## src/rtl/universal_shift_reg_if.sv

```systemverilog
// Signal bundle for universal_shift_reg: controls and data toward the register, state and status back.
// No backpressure: the master drives every control each cycle and the register samples it on the edge.
interface universal_shift_reg_if #(
   parameter int WIDTH = 8,
   parameter int AMT_W = 4
);
   logic [1:0]       mode;
   logic             ser_in_r;
   logic             ser_in_l;
   logic [WIDTH-1:0] par_in;
   logic             start;
   logic [AMT_W-1:0] amount;
   logic             rotate;
   logic [WIDTH-1:0] q;
   logic             ser_out_r;
   logic             ser_out_l;
   logic             busy;
   logic             done;

   modport master (
      output mode, ser_in_r, ser_in_l, par_in, start, amount, rotate,
      input  q, ser_out_r, ser_out_l, busy, done
   );

   modport slave (
      input  mode, ser_in_r, ser_in_l, par_in, start, amount, rotate,
      output q, ser_out_r, ser_out_l, busy, done
   );
endinterface

```

## src/rtl/universal_shift_reg.sv

```systemverilog
// WIDTH-bit universal shift register (hold/right/left/load) plus a start-triggered multi-bit shift; q updates one edge after sampling.
// No backpressure: start is only honoured in IDLE. Build option ROTATE_EN makes rotate=1 feed the outgoing bit back in.
module universal_shift_reg #(
   parameter int WIDTH = 8,
   parameter int AMT_W = 4
) (
   input  logic                  clock,
   input  logic                  reset,
   universal_shift_reg_if.slave  bus
);
   localparam logic [1:0] S_IDLE  = 2'd0;
   localparam logic [1:0] S_SHIFT = 2'd1;
   localparam logic [1:0] S_DONE  = 2'd2;

   logic [WIDTH-1:0] r_q;
   logic [1:0]       r_state;
   logic [AMT_W-1:0] r_cnt;
   logic             r_dir_left;
   logic             r_busy;
   logic             r_done;

   logic             w_rot;
   logic             w_fill_r;
   logic             w_fill_l;
   logic [WIDTH-1:0] w_shr;
   logic [WIDTH-1:0] w_shl;
   logic [WIDTH-1:0] w_direct;
   logic             w_shift_mode;
   logic [WIDTH-1:0] w_q_nxt;
   logic [1:0]       w_state_nxt;
   logic [AMT_W-1:0] w_cnt_nxt;
   logic             w_dir_nxt;

`ifdef ROTATE_EN
   assign w_rot = bus.rotate;
`else
   assign w_rot = 1'b0;
`endif

   // Serial inputs and rotate are sampled live on every shifting edge, including mid-sequence.
   assign w_fill_r = w_rot ? r_q[0]       : bus.ser_in_r;
   assign w_fill_l = w_rot ? r_q[WIDTH-1] : bus.ser_in_l;
   assign w_shr    = {w_fill_r, r_q[WIDTH-1:1]};
   assign w_shl    = {r_q[WIDTH-2:0], w_fill_l};

   assign w_shift_mode = (bus.mode == 2'b01) || (bus.mode == 2'b10);

   always_comb begin
      w_direct = r_q;
      case (bus.mode)
         2'b01:   w_direct = w_shr;
         2'b10:   w_direct = w_shl;
         2'b11:   w_direct = bus.par_in;
         default: w_direct = r_q;
      endcase
   end

   always_comb begin
      w_q_nxt     = r_q;
      w_state_nxt = r_state;
      w_cnt_nxt   = r_cnt;
      w_dir_nxt   = r_dir_left;
      case (r_state)
         S_IDLE: begin
            w_q_nxt = w_direct;
            if (bus.start) begin
               w_state_nxt = S_DONE;
               if (w_shift_mode && (bus.amount != '0)) begin
                  w_dir_nxt = bus.mode[1];
                  if (bus.amount != AMT_W'(1)) begin
                     w_cnt_nxt   = bus.amount - AMT_W'(1);
                     w_state_nxt = S_SHIFT;
                  end
               end else if (w_shift_mode) begin
                  // A zero-length shift degenerates to a hold that still reports done.
                  w_q_nxt = r_q;
               end
            end
         end
         S_SHIFT: begin
            w_q_nxt   = r_dir_left ? w_shl : w_shr;
            w_cnt_nxt = r_cnt - AMT_W'(1);
            if (r_cnt == AMT_W'(1)) begin
               w_state_nxt = S_DONE;
            end
         end
         S_DONE: begin
            w_state_nxt = S_IDLE;
         end
         default: begin
            w_state_nxt = S_IDLE;
         end
      endcase
   end

   always_ff @(posedge clock) begin
      if (reset) begin
         r_q        <= '0;
         r_state    <= S_IDLE;
         r_cnt      <= '0;
         r_dir_left <= 1'b0;
         r_busy     <= 1'b0;
         r_done     <= 1'b0;
      end else begin
         r_q        <= w_q_nxt;
         r_state    <= w_state_nxt;
         r_cnt      <= w_cnt_nxt;
         r_dir_left <= w_dir_nxt;
         r_busy     <= (w_state_nxt == S_SHIFT);
         r_done     <= (w_state_nxt == S_DONE);
      end
   end

   assign bus.q         = r_q;
   assign bus.ser_out_r = r_q[0];
   assign bus.ser_out_l = r_q[WIDTH-1];
   assign bus.busy      = r_busy;
   assign bus.done      = r_done;
endmodule

```

## src/flat_wrapper.sv

```systemverilog
// flat-port wrapper written by rule: the top's interface ports become plain ports
module universal_shift_reg_flat 
#(
   parameter int WIDTH = 8,
   parameter int AMT_W = 4
)
  (clock, reset, bus_mode, bus_ser_in_r, bus_ser_in_l, bus_par_in, bus_start, bus_amount, bus_rotate, bus_q, bus_ser_out_r, bus_ser_out_l, bus_busy, bus_done);
  universal_shift_reg_if #(.WIDTH(WIDTH), .AMT_W(AMT_W)) bus_i ();
  input  logic clock;
  input  logic reset;
  input wire logic [$bits(bus_i.mode)-1:0] bus_mode;
  input wire logic [$bits(bus_i.ser_in_r)-1:0] bus_ser_in_r;
  input wire logic [$bits(bus_i.ser_in_l)-1:0] bus_ser_in_l;
  input wire logic [$bits(bus_i.par_in)-1:0] bus_par_in;
  input wire logic [$bits(bus_i.start)-1:0] bus_start;
  input wire logic [$bits(bus_i.amount)-1:0] bus_amount;
  input wire logic [$bits(bus_i.rotate)-1:0] bus_rotate;
  output wire logic [$bits(bus_i.q)-1:0] bus_q;
  output wire logic [$bits(bus_i.ser_out_r)-1:0] bus_ser_out_r;
  output wire logic [$bits(bus_i.ser_out_l)-1:0] bus_ser_out_l;
  output wire logic [$bits(bus_i.busy)-1:0] bus_busy;
  output wire logic [$bits(bus_i.done)-1:0] bus_done;
  assign bus_i.mode = bus_mode;
  assign bus_i.ser_in_r = bus_ser_in_r;
  assign bus_i.ser_in_l = bus_ser_in_l;
  assign bus_i.par_in = bus_par_in;
  assign bus_i.start = bus_start;
  assign bus_i.amount = bus_amount;
  assign bus_i.rotate = bus_rotate;
  assign bus_q = bus_i.q;
  assign bus_ser_out_r = bus_i.ser_out_r;
  assign bus_ser_out_l = bus_i.ser_out_l;
  assign bus_busy = bus_i.busy;
  assign bus_done = bus_i.done;
  universal_shift_reg #(.WIDTH(WIDTH), .AMT_W(AMT_W)) u_core (.clock(clock), .reset(reset), .bus(bus_i));
endmodule
```

## config.mk

```make
export PLATFORM = sky130hd
export DESIGN_NAME = universal_shift_reg_flat
export DESIGN_NICKNAME = d
export VERILOG_FILES = /design/src/rtl/universal_shift_reg_if.sv /design/src/rtl/universal_shift_reg.sv /design/src/flat_wrapper.sv
export SDC_FILE = /design/constraint.sdc
export NUM_CORES = 1
export LEC_CHECK = 0
export ABC_AREA = 0
export CAP_MARGIN = 20
export CORE_MARGIN = 10
export CORE_UTILIZATION = 46
export CTS_CLUSTER_DIAMETER = 150
export CTS_CLUSTER_SIZE = 25
export DETAILED_ROUTE_END_ITERATION = 10
export GPL_TIMING_DRIVEN = 1
export HOLD_SLACK_MARGIN = 0.08
export PLACE_DENSITY = 0.76
export SKIP_CTS_REPAIR_TIMING = 1
export SYNTH_ARGS = -nofsm -noshare
export SYNTH_HDL_FRONTEND = slang
export SYNTH_SLANG_ARGS = --single-unit
```

## constraint.sdc

```tcl
create_clock -name clock -period 2.1 [get_ports clock]
set_clock_uncertainty 0.05 [all_clocks]
set_input_delay 0.21 -clock clock [delete_from_list [all_inputs] [get_ports clock]]
set_output_delay 0.21 -clock clock [all_outputs]
set_load 0.005 [all_outputs]
```

==> results of run 1 <==
-- sequential cells by signal, indices dropped and copies added, names as in the netlist --
signal	cells
u_core.r_dir_left	1
u_core.bus.busy	1
u_core.bus.done	1
u_core.r_cnt	4
u_core.r_state	2
u_core.bus.q	8
-- per-layer routing --
metal | share of wire [%] | GRT usage (%) | up-vias
met5 | 0 | 0 | -
met4 | 1.5 | 7.95 | 0
met3 | 5.8 | 2.64 | 2
met2 | 48 | 18.8 | 25
met1 | 45 | 13.9 | 453
li1 | - | - | 504
-- kinds of logic (layout without fill, tap and decap cells) --
| family | after synthesis | in the layout | share of synthesized area (%) |
|---|---|---|---|
| XOR/XNOR | 2 | 2 | 1.67 |
| AO/OA/AOI/OAI | 31 | 31 | 26.1 |
| adder cells (fa/ha/maj) | 8 | 8 | 9.57 |
| flip-flops | 17 | 17 | 32.5 |
| buffers and inverters | 18 | 52 | 9.09 |
| multiplexers | 3 | 3 | 4.19 |
| AND/OR/NAND/NOR | 33 | 33 | 16.9 |
-- Yosys cell counts (2+ instances only) --
cell type	count	area, µm²
inv_1	9	33.8
a211oi_1	8	60.1
ha_1	8	100
buf_6	2	22.5
o31ai_1	2	15.0
a222oi_1	8	80.1
o311ai_0	2	17.5
buf_4	3	22.5
dfxtp_1	17	340
nor3b_1	3	22.5
nor3_1	5	25.0
nor4_1	3	18.8
clkbuf_1	3	11.3
nand2_1	2	7.51
a31oi_1	2	12.5
nor2_1	12	45.0
-- cell type report --
class | count | area (µm²) | area share [%]
Clock buffer | 4 | 26.3 | 1.84
Tap cell | 28 | 35.0 | 2.46
Sequential cell | 17 | 340 | 23.9
Timing Repair Buffer | 39 | 380 | 26.7
Multi-Input combinational cell | 77 | 611 | 42.8
Inverter | 9 | 33.8 | 2.37
-- where the power goes --
group | internal (mW) | switching [mW] | leakage, nW | total [mW]
Sequential | 0.363 | 0.0378 | 0.140 | 0.401
Clock | 0.0738 | 0.106 | 0.0150 | 0.179
Combinational | 0.182 | 0.134 | 0.387 | 0.316
Total | 0.619 | 0.277 | 0.542 | 0.896
-- worst reg2reg max path, stage by stage, from the launching register on --
cell      delay, ps
dfxtp_1         490
nand2b_1        280
mux2i_4         310
a222oi_1        390
a211oi_1        120
-- metrics by stage --
stage	util, %	TNS, ps	cells	setup slack, ps
after floorplan	-	0	112	494
after detailed placement	63.9	-675	170	-159
after global routing	65.1	0	174	22.5
after global placement	63.9	-183	170	-86.8
final	65.1	0	174	144
after CTS	65.1	0	174	132
-- worst max-delay path by stage --
stage / from / slack [ps] / end
2_1_floorplan: bus_mode[0] / 490 / u_core.r_cnt[1]
3_3_place_gp: bus_mode[0] / -90 / u_core.r_cnt[1]
3_5_place_dp: bus_mode[0] / -160 / u_core.r_cnt[1]
4_1_cts: bus_mode[0] / 130 / u_core.r_cnt[1]
5_1_grt: bus_mode[0] / 20 / u_core.r_cnt[1]
6_report: bus_mode[0] / 140 / u_core.r_cnt[2]
==> flow_summary.ini, run 1 <==
[layout]
fin_area_um2 = 1430
final_cell_mix = clkdlybuf4s50_1 (30), dfxtp_1 (17), nor2_1 (12)
final_layout_size_suffix_gt1_share_pct = 12.3
syn2layout_area_growth_pct = 36.4
mostFrequentLayoutCell = clkdlybuf4s50_1
nets = 175
fill_cells = 208
n_antenna_cell = 0

[pwr]
ir_worst_vdd_mv = 0.345
design_power_total_uw = 896
cellPowerDensity_nw_per_um2 = 628
leakage_nw = 0.542

[placement]
placed_area_um2 = 1400
portBuffers = 30
place_congestion = 0.824
dp_hpwl_um = 2050

[clocking]
cts_buffers = 3
clkTransAtPathRegs_ps = 100
htree_num_levels = 1
cts_tree = yes
worst_skew_pair.late_latency_ps = 290
clock_sinks = 17
clockBufferDepth = 2
root_buffer = clkbuf_4

[sta]
whs_ps = 452
rsz0062_at_grt = no
worst_pin_slew_ps = 663
final_max_slew_viol_count = 0
setup_violations = 0
report.final.hold_viol_count = 0
layout_min_cycle_time_ps = 1960
clock.fmax_mhz = 511
min_period_over_period_pct = 93.1
slew_headroom_pct = 55.2

[worst_setup_path]
cp_top_family = compound AO/OA/AOI/OAI gates
cp.depth = 6
slowest_delay_ps = 480
end_kind = register
crit_type = in -> reg
cp_max_fo = 3
arrival_ps = 2090
reg2reg_to = u_core.bus.q[0]
required_ps = 2240
cpMaxStageDelayCell = clkdlybuf4s50_1
crit_chain = clkdlybuf4s50_1 -> inv_1 -> ha_1 -> nor3b_1 -> o311ai_0 -> a2111oi_1
rrSetupSlack_ps = 350
rr_worst_depth = 4
rr_startpoint = u_core.r_state[0]
cp_num_buf_inv = 2
start_kind = input port

[synthesis]
syn_avg_cell_area_um2 = 9.34
synthCells = 112
yosys_warnings = 0
synth-edff-count = 0
synthesis.area_um2 = 1050
ys_async_sr_fraction_pct = 0
synth-seq-area-share_pct = 32.5
synthFlopType = dfxtp_1
yosys_register_bits = 17
synth.distinct_cells = 39
synth_fp_nets = 140

[routing]
route.detailed.drc = 0
route.vias.total = 984
wl_per_cell_um = 14.7
viasPerCell = 5.66
dr.pass1.iters = 4
drt_iter0_drc = 84
final_antenna_net_count = 0
routed_wl_um = 2560

[global_routing]
grt_max_degree = 19
grt_use_total_pct = 11.8
antenna_found_initial = 0
grt_overflow = 0
grt_pass1_vias = 950
grt_pass1_wl_um = 4240

[run_status]
status = finished, final reports clean

[min_path]
min-delay-path-class = reg -> reg
min_to = u_core.r_cnt[3]
hold_path_depth = 2
hold_start = u_core.r_cnt[3]

[die]
die_h_um = 67.7
initial_utilization_pct = 47.7
die-area_um2 = 4580
fp.coreArea_um2 = 2190
rows = 17
io_pins = 32
dieWidth_um = 67.7

[run]
maxCapViolations = 0
No activity file was read; power rests on OpenSTA's default activity.
==> run 2: changes to the inputs <==
--- a/config.mk
+++ b/config.mk
@@ -15,7 +15,6 @@
 export GPL_TIMING_DRIVEN = 1
 export HOLD_SLACK_MARGIN = 0.08
 export PLACE_DENSITY = 0.76
-export SKIP_CTS_REPAIR_TIMING = 1
 export SYNTH_ARGS = -nofsm -noshare
 export SYNTH_HDL_FRONTEND = slang
 export SYNTH_SLANG_ARGS = --single-unit
==> results of run 2 <==
Final layout, timing and power as in run 1 (identical DEF).
==> run 3: changes to the inputs <==
--- a/config.mk
+++ b/config.mk
@@ -5,7 +5,6 @@
 export SDC_FILE = /design/constraint.sdc
 export NUM_CORES = 1
 export LEC_CHECK = 0
-export ABC_AREA = 0
 export CAP_MARGIN = 20
 export CORE_MARGIN = 10
 export CORE_UTILIZATION = 46
==> results of run 3 <==
Final layout, timing and power as in run 1 (identical DEF).
==> RTL change 1: new RTL, flow settings as in run 3 <==
The option `ROTATE_EN` is turned on by a define.
--- a/src/rtl/universal_shift_reg.sv
+++ b/src/rtl/universal_shift_reg.sv
@@ -2,2 +2,4 @@
 // No backpressure: start is only honoured in IDLE. Build option ROTATE_EN makes rotate=1 feed the outgoing bit back in.
+`define ROTATE_EN
+
 module universal_shift_reg #(
Formal check against the unedited RTL: not equivalent (a bounded check fails within 4 cycles, from zero or initial values and one cycle with reset high).
==> RTL change 1 against run 3 <==
First-iteration DRC count down 48%. Count of clock-buffer cells in the layout unchanged. Sequential share of layout area down 2.3 points. Die area up 5.8%. Largest power group unchanged. Sequential cell count unchanged. Worst setup slack worse by 0.0089 ns. Total power up 3.4%. Routed wire length up 28%. Cell area up 11%. Area after synthesis up 8.3%.
==> RTL change 1: results (changes against run 3) <==
| Metric | Value |
|---|---|
| Post-synth top area share | `30.1% (-2.5 points)` |
| First-pass GRT wire length | `5780 um (+36%)` |
| Worst VDD drop | `0.583 mV (+69%)` |
| Grt met3 use | `5.56% (+2.9 points)` |
| Post-Synth Adder-Cell Area | `8.84% (-0.73 points)` |
| Met2 Usage GRT | `23.0% (+4.2 points)` |
| Status | `completed` |
| Min cycle time layout | `1.96 ns (+0.00888 ns)` |
| Multiplexer share of the synthesized area | `7.40% (+3.2 points)` |
| Buffers on Ports | `31 (+3.3%)` |
| CTS Buf Count | `3 (unchanged)` |
| Hold slack | `0.452 ns (-0.000540 ns)` |
| GPL Wtd Cong | `0.825 (+0.15%)` |
| Dpl ws | `-0.437 ns (-0.278 ns)` |
| Hold Path End | `u_core.bus.q[4]` |
| Sequential-to-total area share from yosys stat | `30.1% (-2.5 points)` |
| Antenna violations before repair | `0 (unchanged)` |
| Top cells by count, synth | `dfxtp_1 (17), inv_1 (10), ha_1 (8)` |
| Synthesized-area fraction occupied by xor and xnor cells | `1.55% (-0.13 points)` |
| Synth Area in Compound Gates | `27.2% (+1.1 points)` |
| Via Count | `1,160 (+18%)` |
| Min-Delay Path Class | `input pin to flop` |
| Distinct cells, synth | `42 (+7.7%)` |
| Top post-synthesis cells by area | `dfxtp_1 (30%), ha_1 (8.8%), a22oi_1 (4.6%), mux2i_1 (4.4%), a31oi_1 (3.9%)` |
| Post-DP Area | `0.00155 mm2 (+11%)` |
| Max_slew headroom | `56.4% (+1.2 points)` |
| Data arrival, critical path | `2.14 ns (+0.05 ns)` |
| Initial DRC count | `44 (-48%)` |
| Flop2flop setup slack | `0.28 ns (-0.07 ns)` |
| Hold_sp | `bus_par_in[4]` |
| Worst skew pair latency | `approximately 0.30 ns` |
| Post-Syn Nets | `159 (+14%)` |
| Grt met1 use | `16.2% (+2.3 points)` |
| R2r endpoint | `u_core.r_cnt[3]` |
| HPWL after DPL | `2550 um (+24%)` |
| Final wirelength | `3280 um (+28%)` |
| Hold path cells | `3 (+1)` |
| GRT Total Usage | `14.0% (+2.1 points)` |
| Largest net degree at the start of global routing | `15 (-4)` |
| Nets | `203 (+16%)` |
## RTL change 1: cell types whose count changed in the layout (fill, tap and decap cells not counted), sizes merged, moves of 4 or more
cell / change
buf: +8
a31oi: +5
nor2: -9
a22oi: +7
a211oi: -4
a222oi: -8
o21ai: +6
a21oi: +4
nand3: +6
## RTL change 1: final cells by class
class	count	area (um2)
inverters	10	37.5
well taps	28	35.0
repair buffers	48	438
clock buffers	4	26.3
multi-input cells	95	703
fillers	196	696
flip-flops and latches	17	340
## RTL change 1: metal layers
layer,wire length (um),up-vias
li1,-,579
met2,1530,36
met1,1470,541
met5,0,-
met4,38,0
met3,240,4
## RTL change 1: metrics by stage
step	std cells	TNS, ns
CTS	202	0
global route	202	0
finish	202	0
detailed placement	198	-2.36
floorplan	131	0
global placement	198	-1.86
## RTL change 1: timing repair
item,4_1_cts,5_1_grt
endpoints found under the setup margin,5,0
gates resized for setup,1,0
endpoints found under the hold margin,0,0
## RTL change 1: power breakdown
part	internal [W]	switching (W)
registers	0.000361	0.0000450
logic	0.000192	0.000148
clock network	0.0000742	0.000105
## RTL change 1: cells by family after synthesis
kind of cell / Yosys count
and+or+nand+nor: 33
xor gates and xnor gates: 2
AOI/OAI and AO/OA: 44
muxes: 8
buffers and inverters: 19
adders and majority gates: 8
DFF: 17
## RTL change 1: critical path, delay by kind of cell
kind / cells / cell delay, ns
AOI/OAI and AO/OA: 2 / 0.37
adders and majority gates: 1 / 0.31
buffers and inverters: 3 / 0.68
muxes: 1 / 0.33
and+or+nand+nor: 1 / 0.25
==> RTL change 2: new RTL, flow settings as in run 3 <==
Without the edit above. Take the reset off `r_q` and load it in a clocked block of its own.
--- a/src/rtl/universal_shift_reg.sv
+++ b/src/rtl/universal_shift_reg.sv
@@ -97,3 +97,2 @@
       if (reset) begin
-         r_q        <= '0;
          r_state    <= S_IDLE;
@@ -104,3 +103,2 @@
       end else begin
-         r_q        <= w_q_nxt;
          r_state    <= w_state_nxt;
@@ -111,2 +109,6 @@
       end
+   end
+
+   always_ff @(posedge clock) begin
+      r_q <= w_q_nxt;
    end
Behaviour: not the same (a bounded check fails within 4 cycles, from zero or initial values and one cycle with reset high).
==> RTL change 2 against run 3 <==
Global-route usage is 1.4 points lower. Sequential cell count stayed put. Worst setup slack better by 0.11 ns. Area after synthesis is 0.96% higher. Via count is 7.8% lower. First-iteration DRC count is 35% higher. Total power is 5.8% higher. Routed wire length is 7.7% lower. Cell area is 1.6% lower. Combinational power is 3% higher. Die area is 0.68% higher.
==> RTL change 2: results (changes against run 3) <==
| Metric | Value |
|---|---|
| Post-Synth Adder-Cell Area | `9.48% (-0.091 points)` |
| Critical Path Start | `bus_amount[0]` |
| Final wirelength | `2370 um (-7.7%)` |
| Top post-synthesis cells by area | `edfxtp_1 (23%), dfxtp_1 (17%), ha_1 (9.5%), a222oi_1 (7.6%), inv_1 (5.0%)` |
| Slowest cell delay on critical path | `0.53 ns (+0.05 ns)` |
| Worst R2R Start | `u_core.r_state[1]` |
| Vias in the first global route | `899 (-5.4%)` |
| Reg power frac | `47.9% (+3.2 points)` |
| Multiplexer share of the synthesized area | `3.67% (-0.51 points)` |
| Max Clk Rate | `541 MHz (+5.8%)` |
| Cell leakage power | `0.580 nW (+7.0%)` |
| Post-DP Area | `0.00138 mm2 (-1.7%)` |
| Hold Path End | `u_core.r_cnt[2]` |
| Clk power | `0.000168 W (-6%)` |
| Sequential-to-total area share from yosys stat | `39.8% (+7.3 points)` |
| R2r endpoint | `u_core.bus.q[5]` |
| Sw frac | `28.8% (-2.1 points)` |
| Post-Syn Nets | `129 (-7.9%)` |
| Top cells by count, synth | `inv_1 (14), dfxtp_1 (9)` |
| Largest net degree at the start of global routing | `11 (-8)` |
| Hold path cells | `1 (-1)` |
| Distinct cells, synth | `37 (-5.1%)` |
| Worst VDD drop | `0.426 mV (+24%)` |
| Synth Area in Compound Gates | `20.1% (-5.9 points)` |
| Status | `completed` |
| Dpl ws | `-0.0665 ns (+0.0924 ns)` |
| GPL Wtd Cong | `0.764 (-7.2%)` |
| Cells after Synth | `101 (-9.8%)` |
| Post-synth EDFFs | `8 (+8)` |
| Hold_sp | `u_core.r_cnt[2]` |
| Max_slew headroom | `70.2% (+15 points)` |
| Routed vias/inst | `5.63 (-0.38%)` |
| First-pass GRT wire length | `3870 um (-8.8%)` |
| Share of cells above drive strength 1 | `12.8% (+0.45 points)` |
| Worst Setup EP | `u_core.r_cnt[0]` |
| Placed cell count | `157 (-7.6%)` |
| Data arrival, critical path | `2.00 ns (-0.09 ns)` |
| Sequential power | `0.000454 W (+13%)` |
| HPWL after DPL | `1970 um (-3.8%)` |
-- RTL change 2: cell count changes after synthesis, moves of 3 or more --
cell,run 3,this run
nor3b_1,3,0
a211oi_1,8,2
dfxtp_1,17,9
nor2_1,12,4
edfxtp_1,0,8
nor3_1,5,8
inv_1,9,14
-- RTL change 2: worst reg2reg max path, stage by stage (launching register included) --
cell      delay, ns
dfxtp_1        0.45
nand2b_4       0.24
mux2_4         0.36
a222oi_1       0.30
inv_1          0.08
-- RTL change 2: area by class of cell --
type / instances / area [um2]
Fill cell: 182 / 787
Multi-Input combinational cell: 63 / 531
Sequential cell: 17 / 420
Timing Repair Buffer: 35 / 338
Inverter: 14 / 52.6
Tap cell: 28 / 35.0
Clock buffer: 3 / 22.5
Clock inverter: 1 / 5.00
-- RTL change 2: metal layers --
layer	vias to the layer above	global-route usage, %	part of all wire [%]
met5	-	0	0
met4	0	3.02	0.51
met3	2	2.45	11
met2	41	19.6	47
met1	424	11.4	42
li1	440	-	-
